--- config.mk ---
export PLATFORM = sky130hd
export DESIGN_NAME = uart_tx_arbiter
export DESIGN_NICKNAME = d
export VERILOG_FILES = /design/src/rtl/uart_arb_pkg.sv /design/src/rtl/uart_tx_arbiter_rr_pick.sv /design/src/rtl/uart_tx_arbiter.sv
export SDC_FILE = /design/constraint.sdc
export NUM_CORES = 1
export LEC_CHECK = 0
export CAP_MARGIN = 20
export CELL_PAD_IN_SITES_DETAIL_PLACEMENT = 1
export CELL_PAD_IN_SITES_GLOBAL_PLACEMENT = 2
export CORE_ASPECT_RATIO = 1.2
export CORE_UTILIZATION = 26
export CTS_CLUSTER_DIAMETER = 120
export DETAILED_ROUTE_END_ITERATION = 6
export GPL_TIMING_DRIVEN = 0
export PLACE_DENSITY = 0.8
export RECOVER_POWER = 50
export SYNTH_ARGS = -nofsm -noshare
export SYNTH_HDL_FRONTEND = slang
export SYNTH_HIERARCHICAL = 1
export SYNTH_SLANG_ARGS = --single-unit
--- constraint.sdc ---
create_clock -name clk -period 2.7 [get_ports clk]
set_clock_uncertainty 0.15 [all_clocks]
set_input_delay 0.27 -clock clk [delete_from_list [all_inputs] [get_ports clk]]
set_output_delay 0.27 -clock clk [all_outputs]
set_load 0.01 [all_outputs]
--- src/rtl/uart_arb_pkg.sv ---
// Shared types and constants for the UART transmit arbiter.
// Used by uart_tx_arbiter and rr_pick.
package uart_arb_pkg;

    localparam int unsigned MAX_N_REQ = 8;
    localparam logic [7:0]  UART_EOL  = 8'h0A;

    typedef enum logic [1:0] {
        ST_IDLE    = 2'd0,
        ST_LOAD    = 2'd1,
        ST_SEND    = 2'd2,
        ST_RELEASE = 2'd3
    } arb_state_t;

endpackage

--- src/rtl/uart_tx_arbiter_rr_pick.sv ---
// rr_pick: combinational round-robin priority encoder.
// The search starts at i_last+1 and wraps from N_REQ-1 to 0.
module rr_pick
    import uart_arb_pkg::*;
#(
    parameter int unsigned N_REQ = 4,
    parameter int unsigned IDX_W = $clog2(N_REQ)
) (
    input  logic [N_REQ-1:0] i_req,
    input  logic [IDX_W-1:0] i_last,
    output logic [N_REQ-1:0] o_gnt,
    output logic [IDX_W-1:0] o_idx
);

    logic        w_found;
    int unsigned w_cand;

    // NOTE: every output of a combinational block gets a default before any
    // conditional assignment; otherwise synthesis infers a latch.
    always_comb begin
        o_gnt   = '0;
        o_idx   = '0;
        w_found = 1'b0;
        w_cand  = 0;
        for (int unsigned k = 1; k <= N_REQ; k++) begin
            w_cand = (int'(i_last) + k) % N_REQ;
            if (!w_found && i_req[w_cand]) begin
                w_found       = 1'b1;
                o_gnt[w_cand] = 1'b1;
                o_idx         = IDX_W'(w_cand);
            end
        end
    end

endmodule

--- src/rtl/uart_tx_arbiter.sv ---
// Round-robin arbiter sharing one UART transmitter between N_REQ byte streams.
// Optional line locking is enabled by defining UART_ARB_LINE_LOCK_EN.
module uart_tx_arbiter
    import uart_arb_pkg::*;
#(
    parameter int unsigned N_REQ     = 4,
    parameter int unsigned MAX_BURST = 80
) (
    input  logic                 clk,
    input  logic                 rst_n,
    input  logic [8*N_REQ-1:0]   req_data,
    input  logic [N_REQ-1:0]     req_valid,
    output logic [N_REQ-1:0]     req_ready,
    output logic [7:0]           tx_data,
    output logic                 tx_data_valid,
    input  logic                 tx_data_ready,
    output logic [N_REQ-1:0]     grant,
    output logic                 busy
);

    localparam int unsigned IDX_W = $clog2(N_REQ);

    arb_state_t         r_state;
    arb_state_t         w_state_nxt;
    logic [N_REQ-1:0]   r_grant;
    logic [IDX_W-1:0]   r_gidx;
    logic [IDX_W-1:0]   r_last;
    logic [7:0]         r_tx_data;
    logic               r_tx_valid;

    logic [N_REQ-1:0]   w_pick_gnt;
    logic [IDX_W-1:0]   w_pick_idx;
    logic               w_sel_valid;
    logic [7:0]         w_sel_data;
    logic               w_lock;

    rr_pick #(
        .N_REQ (N_REQ),
        .IDX_W (IDX_W)
    ) u_rr_pick (
        .i_req  (req_valid),
        .i_last (r_last),
        .o_gnt  (w_pick_gnt),
        .o_idx  (w_pick_idx)
    );

    assign w_sel_valid = req_valid[r_gidx];
    assign w_sel_data  = req_data[{r_gidx, 3'b000} +: 8];

`ifdef UART_ARB_LINE_LOCK_EN
    localparam int unsigned CNT_W = $clog2(MAX_BURST + 1);
    localparam logic [CNT_W-1:0] BURST_LIMIT = CNT_W'(MAX_BURST);

    logic [CNT_W-1:0] r_burst_cnt;

    // Counter saturates at the limit so a huge MAX_BURST can never wrap.
    always_ff @(posedge clk or negedge rst_n) begin
        if (!rst_n) begin
            r_burst_cnt <= '0;
        end else if (r_state == ST_RELEASE) begin
            r_burst_cnt <= '0;
        end else if (r_state == ST_LOAD && w_sel_valid && r_burst_cnt != BURST_LIMIT) begin
            r_burst_cnt <= r_burst_cnt + 1'b1;
        end
    end

    assign w_lock = (r_tx_data != UART_EOL) && (r_burst_cnt < BURST_LIMIT) && w_sel_valid;
`else
    assign w_lock = 1'b0;
`endif

    // NOTE: clocked state uses non-blocking assignments so every register
    // samples pre-edge values regardless of block evaluation order.
    always_ff @(posedge clk or negedge rst_n) begin
        if (!rst_n) begin
            r_state <= ST_IDLE;
        end else begin
            r_state <= w_state_nxt;
        end
    end

    always_comb begin
        w_state_nxt = r_state;
        req_ready   = '0;
        case (r_state)
            ST_IDLE: begin
                if (|req_valid) begin
                    w_state_nxt = ST_LOAD;
                end
            end
            ST_LOAD: begin
                if (w_sel_valid) begin
                    req_ready   = r_grant;
                    w_state_nxt = ST_SEND;
                end else begin
                    w_state_nxt = ST_RELEASE;
                end
            end
            ST_SEND: begin
                if (tx_data_ready) begin
                    w_state_nxt = w_lock ? ST_LOAD : ST_RELEASE;
                end
            end
            ST_RELEASE: begin
                w_state_nxt = ST_IDLE;
            end
            default: begin
                w_state_nxt = ST_IDLE;
            end
        endcase
    end

    // Datapath; the byte register is reset too so the transmitter never sees X.
    always_ff @(posedge clk or negedge rst_n) begin
        if (!rst_n) begin
            r_grant    <= '0;
            r_gidx     <= '0;
            r_last     <= IDX_W'(N_REQ - 1);
            r_tx_data  <= 8'h00;
            r_tx_valid <= 1'b0;
        end else begin
            case (r_state)
                ST_IDLE: begin
                    if (|req_valid) begin
                        r_grant <= w_pick_gnt;
                        r_gidx  <= w_pick_idx;
                    end
                end
                ST_LOAD: begin
                    if (w_sel_valid) begin
                        r_tx_data  <= w_sel_data;
                        r_tx_valid <= 1'b1;
                    end
                end
                ST_SEND: begin
                    if (tx_data_ready) begin
                        r_tx_valid <= 1'b0;
                    end
                end
                ST_RELEASE: begin
                    r_last  <= r_gidx;
                    r_grant <= '0;
                end
                default: begin
                    r_grant <= '0;
                end
            endcase
        end
    end

    assign tx_data       = r_tx_data;
    assign tx_data_valid = r_tx_valid;
    assign grant         = r_grant;
    assign busy          = (r_state != ST_IDLE);

endmodule

==> impl_metrics.prom <==
# TYPE chip_impl_metric gauge
chip_impl_metric{name="yosys.cell_types.count",unit=""} 42
chip_impl_info{name="min_to",value="tx_data[1]"} 1
chip_impl_info{name="hold_start",value="tx_data[1]"} 1
chip_impl_metric{name="tns",unit="ps"} 0
chip_impl_metric{name="design.core.area",unit="sq um"} 6170
chip_impl_metric{name="synthesized_area",unit="sq um"} 1700
chip_impl_metric{name="hold_path_depth",unit=""} 1
chip_impl_metric{name="dp_hpwl",unit="um"} 3580
chip_impl_metric{name="firstDrtPassIters",unit=""} 4
chip_impl_metric{name="final-setup-viol-count",unit=""} 0
chip_impl_info{name="holdCritPathClass",value="register to register"} 1
chip_impl_metric{name="cap_viol_max_count",unit=""} 0
chip_impl_metric{name="cts_sinks",unit=""} 19
chip_impl_metric{name="worst_skew_pair.late_latency",unit="ps"} 260
chip_impl_metric{name="dpl-instance-area",unit="sq um"} 2360
chip_impl_metric{name="grt_antenna_before_repair",unit=""} 0
chip_impl_metric{name="vias",unit=""} 1460
chip_impl_metric{name="detail_route.wirelength",unit="um"} 4700
chip_impl_metric{name="finalCriticalPeriod",unit="ps"} 2610
chip_impl_metric{name="design_area_final",unit="sq um"} 2460
chip_impl_metric{name="route.detailed.wl_per_inst",unit="um"} 15.9
chip_impl_metric{name="initial_core_util",unit="%"} 27.5
chip_impl_metric{name="regToRegSetupSlack",unit="ps"} 110
chip_impl_metric{name="power.total",unit="mW"} 2.55
chip_impl_metric{name="clkTransAtPathRegs",unit="ps"} 70
chip_impl_info{name="worst_setup_path_start_kind",value="input pin"} 1
chip_impl_info{name="tritoncts",value="built"} 1
chip_impl_metric{name="ys_seq_elements",unit=""} 19
chip_impl_metric{name="placed_cells_incl_taps",unit=""} 285
chip_impl_metric{name="power_density",unit="nW/um^2"} 1040
chip_impl_metric{name="gp_routability_congestion",unit=""} 0.716
chip_impl_info{name="synthTopCellsByArea",value="dfrtp_1 (25%), mux4_2 (15%), ha_1 (9.6%), mux2_4 (7.1%), dfstp_2 (3.1%)"} 1
chip_impl_info{name="post_synth_most_frequent_cells",value="dfrtp_1 (17), nand2_1 (14), ha_1 (13)"} 1
chip_impl_metric{name="finalNonFillerCells",unit=""} 295
chip_impl_metric{name="avgSynthCellArea",unit="sq um"} 11.6
chip_impl_metric{name="placement_rows",unit=""} 31
chip_impl_metric{name="first_global_vias",unit=""} 1541
chip_impl_metric{name="multi_input_area",unit="sq um"} 1120
chip_impl_info{name="status",value="finished clean"} 1
chip_impl_metric{name="crit_path_max_fanout",unit=""} 7
chip_impl_metric{name="worst_slew_slack_as_a_fraction_of_its_limit",unit="%"} 39.6
chip_impl_metric{name="slew_violations",unit=""} 0
chip_impl_metric{name="number_of_flops_mapped_to_enable_cells_by_yosys",unit=""} 0
chip_impl_info{name="reg2reg_to",value="grant[3]"} 1
chip_impl_metric{name="fmax",unit="GHz"} 0.384
chip_impl_metric{name="grt_start_max_net_pins",unit=""} 20
chip_impl_metric{name="cts-root-to-sink-buffers",unit=""} 2
chip_impl_metric{name="synth_top_cell_area_share",unit="%"} 25.1
chip_impl_metric{name="die_height",unit="um"} 90.5
chip_impl_metric{name="insertedDiodeCount",unit=""} 0
chip_impl_metric{name="drtIter0Drc",unit=""} 57
chip_impl_metric{name="vias_per_cell",unit=""} 4.95
chip_impl_metric{name="die_width",unit="um"} 75.8
chip_impl_metric{name="grt_overflow_total",unit=""} 0
chip_impl_info{name="critical_path_class",value="input pin to output port"} 1
chip_impl_metric{name="flow.area_growth_from_synthesis",unit="%"} 44.9
chip_impl_metric{name="hold_viol",unit=""} 0
chip_impl_metric{name="drt_drc_violations_left",unit=""} 0
chip_impl_info{name="timing.critical_path.to_type",value="output port"} 1
chip_impl_info{name="synth.most_common_cell",value="dfrtp_1"} 1
chip_impl_metric{name="critPathArrivalTime",unit="ps"} 2190
chip_impl_metric{name="port_buffers",unit=""} 56
chip_impl_info{name="synthFlopType",value="dfrtp_1"} 1
chip_impl_metric{name="proportion_of_layout_cells_with_a_drive_suffix_above_1",unit="%"} 24.4
chip_impl_info{name="synth_top_area_cell",value="dfrtp_1"} 1
chip_impl_metric{name="worst_slew_pin_slew",unit="ps"} 902
chip_impl_metric{name="worst_ep_required_time",unit="ps"} 2280
chip_impl_metric{name="yosysWarnings",unit=""} 6
chip_impl_metric{name="synthesis.nets",unit=""} 199
chip_impl_metric{name="regArea",unit="sq um"} 478
chip_impl_metric{name="power.static_leakage",unit="nW"} 1.03
chip_impl_metric{name="route.antenna.remaining_nets",unit=""} 0
chip_impl_metric{name="grt_first_pass_wirelength",unit="um"} 7560
chip_impl_metric{name="die_area",unit="sq um"} 6860
chip_impl_metric{name="floorplan.io_pins",unit=""} 57
chip_impl_info{name="timing.rr.start",value="r_last[0]"} 1
chip_impl_info{name="ctsRootBufferMaster",value="clkbuf_8"} 1
chip_impl_metric{name="num-nets-final",unit=""} 266
chip_impl_metric{name="synthCells",unit=""} 147
chip_impl_metric{name="fillCellCount",unit=""} 672
chip_impl_metric{name="synth_async_sr_flop_share",unit="%"} 100
chip_impl_metric{name="crit_share_post_route",unit="%"} 96.5
chip_impl_metric{name="tritoncts.num_buffers",unit=""} 3
chip_impl_metric{name="cts-htree-levels",unit=""} 1
chip_impl_metric{name="grt_use_total",unit="%"} 14.1
chip_impl_metric{name="synth-seq-area-share",unit="%"} 28.2
chip_impl_metric{name="timing.reg2reg.worst_path_depth",unit=""} 11
chip_impl_metric{name="holdWs",unit="ps"} 358
chip_impl_metric{name="peakVddDrop",unit="uV"} 429
chip_impl_metric{name="holdBufCountCts",unit=""} 0
-- worst max-delay path, cell delays in order --
cell	delay, ps
clkdlybuf4s50_1	540
mux4_2	650
and3_1	230
clkdlybuf4s50_1	480
-- cell families (layout without fill, tap and decap cells) --
logic type	Yosys count	after routing	synth area share (%)
fa+ha+maj	13	13	9.58
compound gates	32	32	15.9
simple gates	39	39	13.2
mux	28	28	27.4
buf+inv	16	82	5.75
flops	19	19	28.2
-- layer usage --
metal | global-route usage [%] | vias up | part of all wire (%)
met2 | 24.9 | 39 | 51
met1 | 18.0 | 724 | 44
met3 | 1.56 | 2 | 5.0
met5 | 0 | - | 0
met4 | 2.78 | 0 | 0.49
li1 | - | 695 | -
-- worst max-delay path by stage --
stage	cells past startpoint	slack, ps	to	start
floorplan	11	40	grant[3]	r_last[0]
global placement	11	-210	grant[3]	r_last[0]
detailed placement	11	-240	grant[3]	r_last[0]
CTS	10	50	grant[0]	r_last[0]
global route	10	-1	grant[3]	r_last[1]
finish	4	90	req_ready[2]	req_valid[0]
-- metrics by stage --
stage	util, %	setup slack, ps
floorplan	-	37.0
global placement	38.3	-206
detailed placement	38.3	-244
CTS	39.4	47.4
global route	39.9	-1.12
finish	39.9	95.0
-- state kept, by name, summed over array words and instances (netlist names) --
signal         cells
r_last             2
tx_data            8
r_state            2
r_gidx             2
grant              4
tx_data_valid      1
-- cell usage in the layout (no fill, tap or decap), types with 2 or more instances in the layout --
cell	count
dfrtp_1	17
a221o_2	4
clkbuf_8	3
inv_1	7
dfstp_2	2
nand2_1	14
buf_6	5
clkdlybuf4s50_1	49
a21oi_1	2
and3_1	4
mux2_4	8
a22o_1	4
buf_4	8
mux2_1	3
nor2_1	5
ha_1	13
a22oi_1	3
o211ai_1	2
dlygate4sd3_1	7
mux4_2	11
mux2i_1	3
mux2_2	3
nor3_1	2
o21ai_0	6
nor2b_1	6
-- timing repair --
item | in CTS | in global routing
resized for setup | 1 | 2
setup endpoints to repair | 4 | 3
buffers inserted | 3 | 3
-- cell type report --
| cell class | instances | share of cell area (%) |
|---|---|---|
| multi-input cells | 112 | 45.6 |
| repair buffers | 62 | 24.6 |
| flip-flops and latches | 19 | 19.4 |
| well taps | 82 | 4.17 |
| plain buffers | 8 | 3.05 |
| clock buffers | 3 | 1.68 |
| inverters | 8 | 1.22 |
| clock inverters | 1 | 0.203 |
-- report_power, final --
group	internal (mW)	switching [mW]
Combinational	0.984	0.816
Clock	0.103	0.0996
Sequential	0.445	0.105
Total	1.53	1.02
Power figures use the tool's default switching activity.
